==> src/rtl/instruction_fetch_pkg.sv <==
// Shared CPU definitions: fetch FSM states, instruction size and byte order.
// Imported by the fetch unit and the decoder.
package cpu_pkg;

  // Bytes per instruction; the instruction register must use the same count.
  localparam int INST_BYTES = 3;

  // Byte order within an instruction, in fetch order.
  localparam int OPCODE_IDX     = 0;
  localparam int OPERAND_HI_IDX = 1;
  localparam int OPERAND_LO_IDX = 2;

  typedef enum logic [1:0] {
    IDLE     = 2'd0,
    FETCH    = 2'd1,
    WAIT_RDY = 2'd2
  } fetch_state_e;

endpackage

==> src/rtl/instruction_fetch_if.sv <==
// Program-memory read port and instruction-register load port of the fetch unit.
// The master side is the fetch unit; the slave side is memory plus the register.
interface instruction_fetch_if #(
  parameter int ADDR_W = 8
);
  logic              mem_rd;
  logic [ADDR_W-1:0] mem_addr;
  logic [7:0]        mem_data;
  logic              IR_load;
  logic [7:0]        payload;
  logic              ready_flag;

  modport master (
    output mem_rd, mem_addr, IR_load, payload,
    input  mem_data, ready_flag
  );

  modport slave (
    input  mem_rd, mem_addr, IR_load, payload,
    output mem_data, ready_flag
  );
endinterface

==> src/rtl/instruction_fetch.sv <==
// Instruction fetch unit: streams INST_BYTES program bytes into the instruction
// register, then waits for its ReadyFlag. Define FETCH_TIMEOUT_EN for a WAIT_RDY watchdog.
module instruction_fetch #(
  parameter int ADDR_W     = 8,
  parameter int INST_BYTES = cpu_pkg::INST_BYTES,
  parameter int TIMEOUT    = 8
) (
  input  logic                 clk,
  input  logic                 rst_n,
  input  logic                 fetch_req,
  input  logic                 branch_req,
  input  logic [ADDR_W-1:0]    branch_addr,
  instruction_fetch_if.master  bus,
  output logic [ADDR_W-1:0]    pc,
  output logic [ADDR_W-1:0]    inst_addr,
  output logic                 busy,
  output logic                 fetch_done,
  output logic                 fetch_err
);
  import cpu_pkg::*;

  localparam int CNT_W = (INST_BYTES > 1) ? $clog2(INST_BYTES) : 1;
  localparam logic [CNT_W-1:0] FIRST_BYTE = CNT_W'(OPCODE_IDX);
  localparam logic [CNT_W-1:0] LAST_BYTE  = CNT_W'(INST_BYTES - 1);

  fetch_state_e      state_q, state_d;
  logic [ADDR_W-1:0] pc_q, pc_d;
  logic [ADDR_W-1:0] inst_addr_q, inst_addr_d;
  logic [CNT_W-1:0]  byte_cnt_q, byte_cnt_d;
  logic              ir_load_q, ir_load_d;
  logic              fetch_done_q, fetch_done_d;
  logic              mem_rd;

`ifdef FETCH_TIMEOUT_EN
  localparam int WD_W = $clog2(TIMEOUT + 1);
  logic [WD_W-1:0] wd_cnt_q, wd_cnt_d;
  logic            fetch_err_q, fetch_err_d;
`else
  localparam int timeout_unused = TIMEOUT;
`endif

  always_comb begin
    state_d      = state_q;
    pc_d         = pc_q;
    inst_addr_d  = inst_addr_q;
    byte_cnt_d   = byte_cnt_q;
    fetch_done_d = 1'b0;
    mem_rd       = 1'b0;
`ifdef FETCH_TIMEOUT_EN
    // Watchdog holds at zero outside WAIT_RDY, so it restarts on every entry.
    wd_cnt_d     = '0;
    fetch_err_d  = fetch_err_q;
`endif

    unique case (state_q)
      IDLE: begin
        if (branch_req) begin
          pc_d = branch_addr;
        end
        // A simultaneous branch supplies the start address of this fetch.
        if (fetch_req) begin
          inst_addr_d = branch_req ? branch_addr : pc_q;
          byte_cnt_d  = FIRST_BYTE;
          state_d     = FETCH;
        end
      end

      FETCH: begin
        mem_rd     = 1'b1;
        pc_d       = pc_q + 1'b1;
        byte_cnt_d = byte_cnt_q + 1'b1;
        if (byte_cnt_q == LAST_BYTE) begin
          state_d = WAIT_RDY;
        end
      end

      WAIT_RDY: begin
        if (ready_flag_in()) begin
          fetch_done_d = 1'b1;
          state_d      = IDLE;
        end
`ifdef FETCH_TIMEOUT_EN
        else if (wd_cnt_q == WD_W'(TIMEOUT)) begin
          fetch_err_d = 1'b1;
          state_d     = IDLE;
        end else begin
          wd_cnt_d = wd_cnt_q + 1'b1;
        end
`endif
      end

      default: begin
        state_d = IDLE;
      end
    endcase
  end

  // Read data arrives one cycle after the strobe, so the load follows it by one cycle.
  assign ir_load_d = mem_rd;

  function automatic logic ready_flag_in();
    return bus.ready_flag;
  endfunction

  always_ff @(posedge clk or negedge rst_n) begin
    if (!rst_n) begin
      state_q      <= IDLE;
      pc_q         <= '0;
      inst_addr_q  <= '0;
      byte_cnt_q   <= '0;
      ir_load_q    <= 1'b0;
      fetch_done_q <= 1'b0;
    end else begin
      state_q      <= state_d;
      pc_q         <= pc_d;
      inst_addr_q  <= inst_addr_d;
      byte_cnt_q   <= byte_cnt_d;
      ir_load_q    <= ir_load_d;
      fetch_done_q <= fetch_done_d;
    end
  end

`ifdef FETCH_TIMEOUT_EN
  always_ff @(posedge clk or negedge rst_n) begin
    if (!rst_n) begin
      wd_cnt_q    <= '0;
      fetch_err_q <= 1'b0;
    end else begin
      wd_cnt_q    <= wd_cnt_d;
      fetch_err_q <= fetch_err_d;
    end
  end

  assign fetch_err = fetch_err_q;
`else
  assign fetch_err = 1'b0;
`endif

  assign bus.mem_rd   = mem_rd;
  assign bus.mem_addr = pc_q;
  assign bus.IR_load  = ir_load_q;
  assign bus.payload  = bus.mem_data;

  assign pc         = pc_q;
  assign inst_addr  = inst_addr_q;
  assign busy       = (state_q != IDLE);
  assign fetch_done = fetch_done_q;

endmodule
==> src/flat_wrapper.sv <==
// flat-port wrapper written by rule: the top's interface ports become plain ports
module instruction_fetch_flat import cpu_pkg::*;
#(
  parameter int ADDR_W     = 8,
  parameter int INST_BYTES = cpu_pkg::INST_BYTES,
  parameter int TIMEOUT    = 8
)
  (clk, rst_n, fetch_req, branch_req, branch_addr, pc, inst_addr, busy, fetch_done, fetch_err, bus_mem_rd, bus_mem_addr, bus_IR_load, bus_payload, bus_mem_data, bus_ready_flag);
  instruction_fetch_if #(.ADDR_W(ADDR_W)) bus_i ();
  input  logic clk;
  input  logic rst_n;
  input  logic fetch_req;
  input  logic branch_req;
  input  logic [ADDR_W-1:0] branch_addr;
  output logic [ADDR_W-1:0] pc;
  output logic [ADDR_W-1:0] inst_addr;
  output logic busy;
  output logic fetch_done;
  output logic fetch_err;
  output wire logic [$bits(bus_i.mem_rd)-1:0] bus_mem_rd;
  output wire logic [$bits(bus_i.mem_addr)-1:0] bus_mem_addr;
  output wire logic [$bits(bus_i.IR_load)-1:0] bus_IR_load;
  output wire logic [$bits(bus_i.payload)-1:0] bus_payload;
  input wire logic [$bits(bus_i.mem_data)-1:0] bus_mem_data;
  input wire logic [$bits(bus_i.ready_flag)-1:0] bus_ready_flag;
  assign bus_mem_rd = bus_i.mem_rd;
  assign bus_mem_addr = bus_i.mem_addr;
  assign bus_IR_load = bus_i.IR_load;
  assign bus_payload = bus_i.payload;
  assign bus_i.mem_data = bus_mem_data;
  assign bus_i.ready_flag = bus_ready_flag;
  instruction_fetch #(.ADDR_W(ADDR_W), .INST_BYTES(INST_BYTES), .TIMEOUT(TIMEOUT)) u_core (.clk(clk), .rst_n(rst_n), .fetch_req(fetch_req), .branch_req(branch_req), .branch_addr(branch_addr), .bus(bus_i), .pc(pc), .inst_addr(inst_addr), .busy(busy), .fetch_done(fetch_done), .fetch_err(fetch_err));
endmodule
==> config.mk <==
export PLATFORM = sky130hd
export DESIGN_NAME = instruction_fetch_flat
export DESIGN_NICKNAME = d
export VERILOG_FILES = /design/src/rtl/instruction_fetch_pkg.sv /design/src/rtl/instruction_fetch_if.sv /design/src/rtl/instruction_fetch.sv /design/src/flat_wrapper.sv
export SDC_FILE = /design/constraint.sdc
export NUM_CORES = 1
export LEC_CHECK = 0
export BUFFER_PORTS_ARGS = -buffer_cell sky130_fd_sc_hd__buf_2
export CORE_ASPECT_RATIO = 0.6
export CORE_UTILIZATION = 46
export DETAILED_ROUTE_END_ITERATION = 6
export PLACE_DENSITY = 0.79
export RECOVER_POWER = 25
export SLEW_MARGIN = 25
export SYNTH_ARGS = -nofsm -noshare
export SYNTH_HDL_FRONTEND = slang
export SYNTH_SLANG_ARGS = --single-unit
==> constraint.sdc <==
create_clock -name clk -period 1.6 [get_ports clk]
set_clock_uncertainty 0.05 [all_clocks]
set_input_delay 0.24 -clock clk [delete_from_list [all_inputs] [get_ports clk]]
set_output_delay 0.24 -clock clk [all_outputs]
set_load 0.02 [all_outputs]
==> flow_summary.json <==
{
  "htree_levels": 1,
  "async_flop_share_pct": 100,
  "regToRegStartpoint": "u_core.bus.mem_addr[1]",
  "ys_ff_latch": 22,
  "rows": 14,
  "core_mm2": 0.00254,
  "syn_area_per_cell_um2": 9.44,
  "crit_arrival_ps": 1560,
  "avgViaCountPerCell": 5.38,
  "finalCriticalPeriod_ps": 1460,
  "wl_um": 2710,
  "crit_required_ps": 1700,
  "clk_latency_ps": 260,
  "drt-initial-drc-count": 51,
  "clkSinkCount": 22,
  "p_leak_nw": 0.725,
  "wl_per_cell_um": 14.1,
  "synthCells": 133,
  "hold_path.class": "in -> reg",
  "io_pins": 58,
  "p_per_area_mw_per_mm2": 2330,
  "fin_crit_sh_pct": 91.5,
  "reg2reg_slack_ps": 140,
  "num_vias": 1032,
  "hold_viol_final": 0,
  "cts.clk_slew.worst_paths_ps": 80,
  "antenna_cells": 0,
  "grt_pass1_vias": 931,
  "die_y_um": 42.5,
  "layout_setup_ws_ps": 137,
  "cts_buffers": 3,
  "regArea_um2": 552,
  "cts_root_buf": "clkbuf_8",
  "fmax_mhz": 683,
  "ff2ff_path_depth": 5,
  "cts_tree": "built",
  "maxCapViolations": 0,
  "areaGrowthSynthToFinish_pct": 14.4,
  "synthDistinctLibCells": 26,
  "cts_setup_buffers": 0,
  "grt_overflow": 0,
  "antenna_left": 0,
  "holdPathStages": 2,
  "final_nets": 184,
  "critPathKind": "reg -> reg",
  "ir_drop_mv": 1.08,
  "drt-pass1-iter-count": 4,
  "grt_use_total_pct": 19.9,
  "io_buffers": 40,
  "syn_nets": 156,
  "synth_edf_count": 0,
  "totalNegativeSetupSlack_ps": 0,
  "hold_slack_ps": 135,
  "rsz0062_at_grt": "no",
  "worst_r2r_endpoint": "u_core.bus.mem_addr[6]",
  "cp_max_fo": 8,
  "slew_headroom_pct": 62.6,
  "syn_area_mm2": 0.00125,
  "ys_warn_count": 0,
  "place.gp.congestion": 0.886,
  "min_from": "bus_ready_flag",
  "cp-start-kind": "flop",
  "slew_violations": 0,
  "tightest_slew_ps": 561,
  "drive_above_1_share_pct": 33.8,
  "min_to": "u_core.state_q[1]",
  "post-place-ws_ps": 108,
  "post-route-drc-count": 0,
  "outcome": "finished clean",
  "synth_flop_cell": "dfrtp_1",
  "fillCellCount": 237,
  "crit_path_end_kind": "flop",
  "floorplan.initialDensity_pct": 49.4,
  "grt_max_degree": 23,
  "multi_input_area_um2": 522,
  "setup_viol": 0,
  "synth.area.top_cells": "dfrtp_1, buf_4, mux2i_1, o21ai_0, nand2_1",
  "yosys.area.top_type_share_pct": 43.9,
  "dp_hpwl_um": 2000,
  "clk_path_buf_depth": 2,
  "die_w_um": 69.4,
  "grt_pass1_wl_um": 4440,
  "yosysTopAreaCell": "dfrtp_1",
  "grt_antenna_before_repair": 0,
  "dieArea_mm2": 0.00295,
  "seq_area_frac_synth_pct": 43.9
}
## synth_stat cells (all sizes together), types with 2 or more instances
| cell | count |
|---|---|
| nand3 | 5 |
| a21oi | 8 |
| a31oi | 2 |
| clkbuf | 2 |
| o22a | 5 |
| nor2 | 5 |
| o22ai | 8 |
| o21ai | 13 |
| ha | 2 |
| mux2i | 10 |
| buf | 21 |
| nand2 | 15 |
| dfrtp | 22 |
| inv | 5 |
## through the flow
step	total power, mW	area [um2]	util (%)	instances
global placement	2.89	1370	53.9	187
CTS	3.37	1430	56.5	192
floorplan	2.50	1250	-	133
detailed placement	2.95	1370	53.9	187
global route	3.61	1440	56.5	192
finish	3.35	1440	56.5	192
## how the worst max path moves through the flow
stage                                      start                      to  slack, ps
after CTS                 u_core.bus.mem_addr[0]  u_core.bus.mem_addr[6]         90
after global routing           u_core.state_q[1]     u_core.inst_addr[1]          6
after detailed placement  u_core.bus.mem_addr[0]  u_core.bus.mem_addr[6]        110
after global placement    u_core.bus.mem_addr[0]  u_core.bus.mem_addr[6]        170
final                     u_core.bus.mem_addr[1]  u_core.bus.mem_addr[6]        140
after floorplan           u_core.bus.mem_addr[0]  u_core.bus.mem_addr[6]        140
## sequential cells by signal, summed over array words and instances, names as in the netlist
| signal | count |
|---|---|
| u_core.bus.IR_load | 1 |
| u_core.bus.mem_addr | 8 |
| u_core.byte_cnt_q | 2 |
| u_core.fetch_done | 1 |
| u_core.inst_addr | 8 |
| u_core.state_q | 2 |
## cell families after synthesis
| group | Yosys count | share of synthesized area (%) |
|---|---|---|
| AOI/OAI and AO/OA | 39 | 19.1 |
| xor gates and xnor gates | 1 | 0.698 |
| adders and majority gates | 2 | 1.99 |
| buffers and inverters | 28 | 14.6 |
| DFF | 22 | 43.9 |
| muxes | 10 | 7.98 |
| other | 1 | 0.299 |
| and+or+nand+nor | 30 | 11.5 |
## where the power goes
part           internal [mW]  total [mW]  leakage (nW)  switching [mW]
registers              0.830        1.12         0.263           0.292
logic                  0.686        1.82         0.433            1.14
clock network          0.219       0.400        0.0288           0.181
## layer usage
metal	vias to the layer above	track usage [%]	share of wire [%]
met5	-	0	0
met4	0	6.94	0.55
met3	2	7.93	6.1
met2	39	29.1	45
met1	485	26.9	48
li1	506	-	-
## cell type report
class / count / share of cell area [%]
flip-flops and latches: 22 / 38.4
multi-input cells: 83 / 36.4
repair buffers: 46 / 17.3
clock buffers: 4 / 3.84
well taps: 32 / 2.79
inverters: 5 / 1.31
## critical path, stage by stage, from the launching register on
cell,delay [ps]
dfrtp_1,470
ha_1,240
nand3_1,140
nor2_1,160
mux2i_1,200
a21oi_1,90
## cells in the final DEF (no fill, tap or decap), types with 4 or more instances in the layout
cell type,synthesis,final
a21oi_1,8,8
clkbuf_8,0,4
nand3_1,5,5
buf_2,2,39
o21ai_0,13,13
dfrtp_1,22,21
inv_1,5,5
mux2i_1,10,10
o22a_1,5,5
o22ai_1,8,8
buf_4,18,5
nand2_1,15,15
nor2_1,5,5
## repair_timing
item / CTS / global route
hold buffers: 1 / 0
endpoints found under the hold margin: 22 / 0
gates resized for setup: 0 / 1
endpoints found under the setup margin: 0 / 1
(Power assumes the default switching activity.)
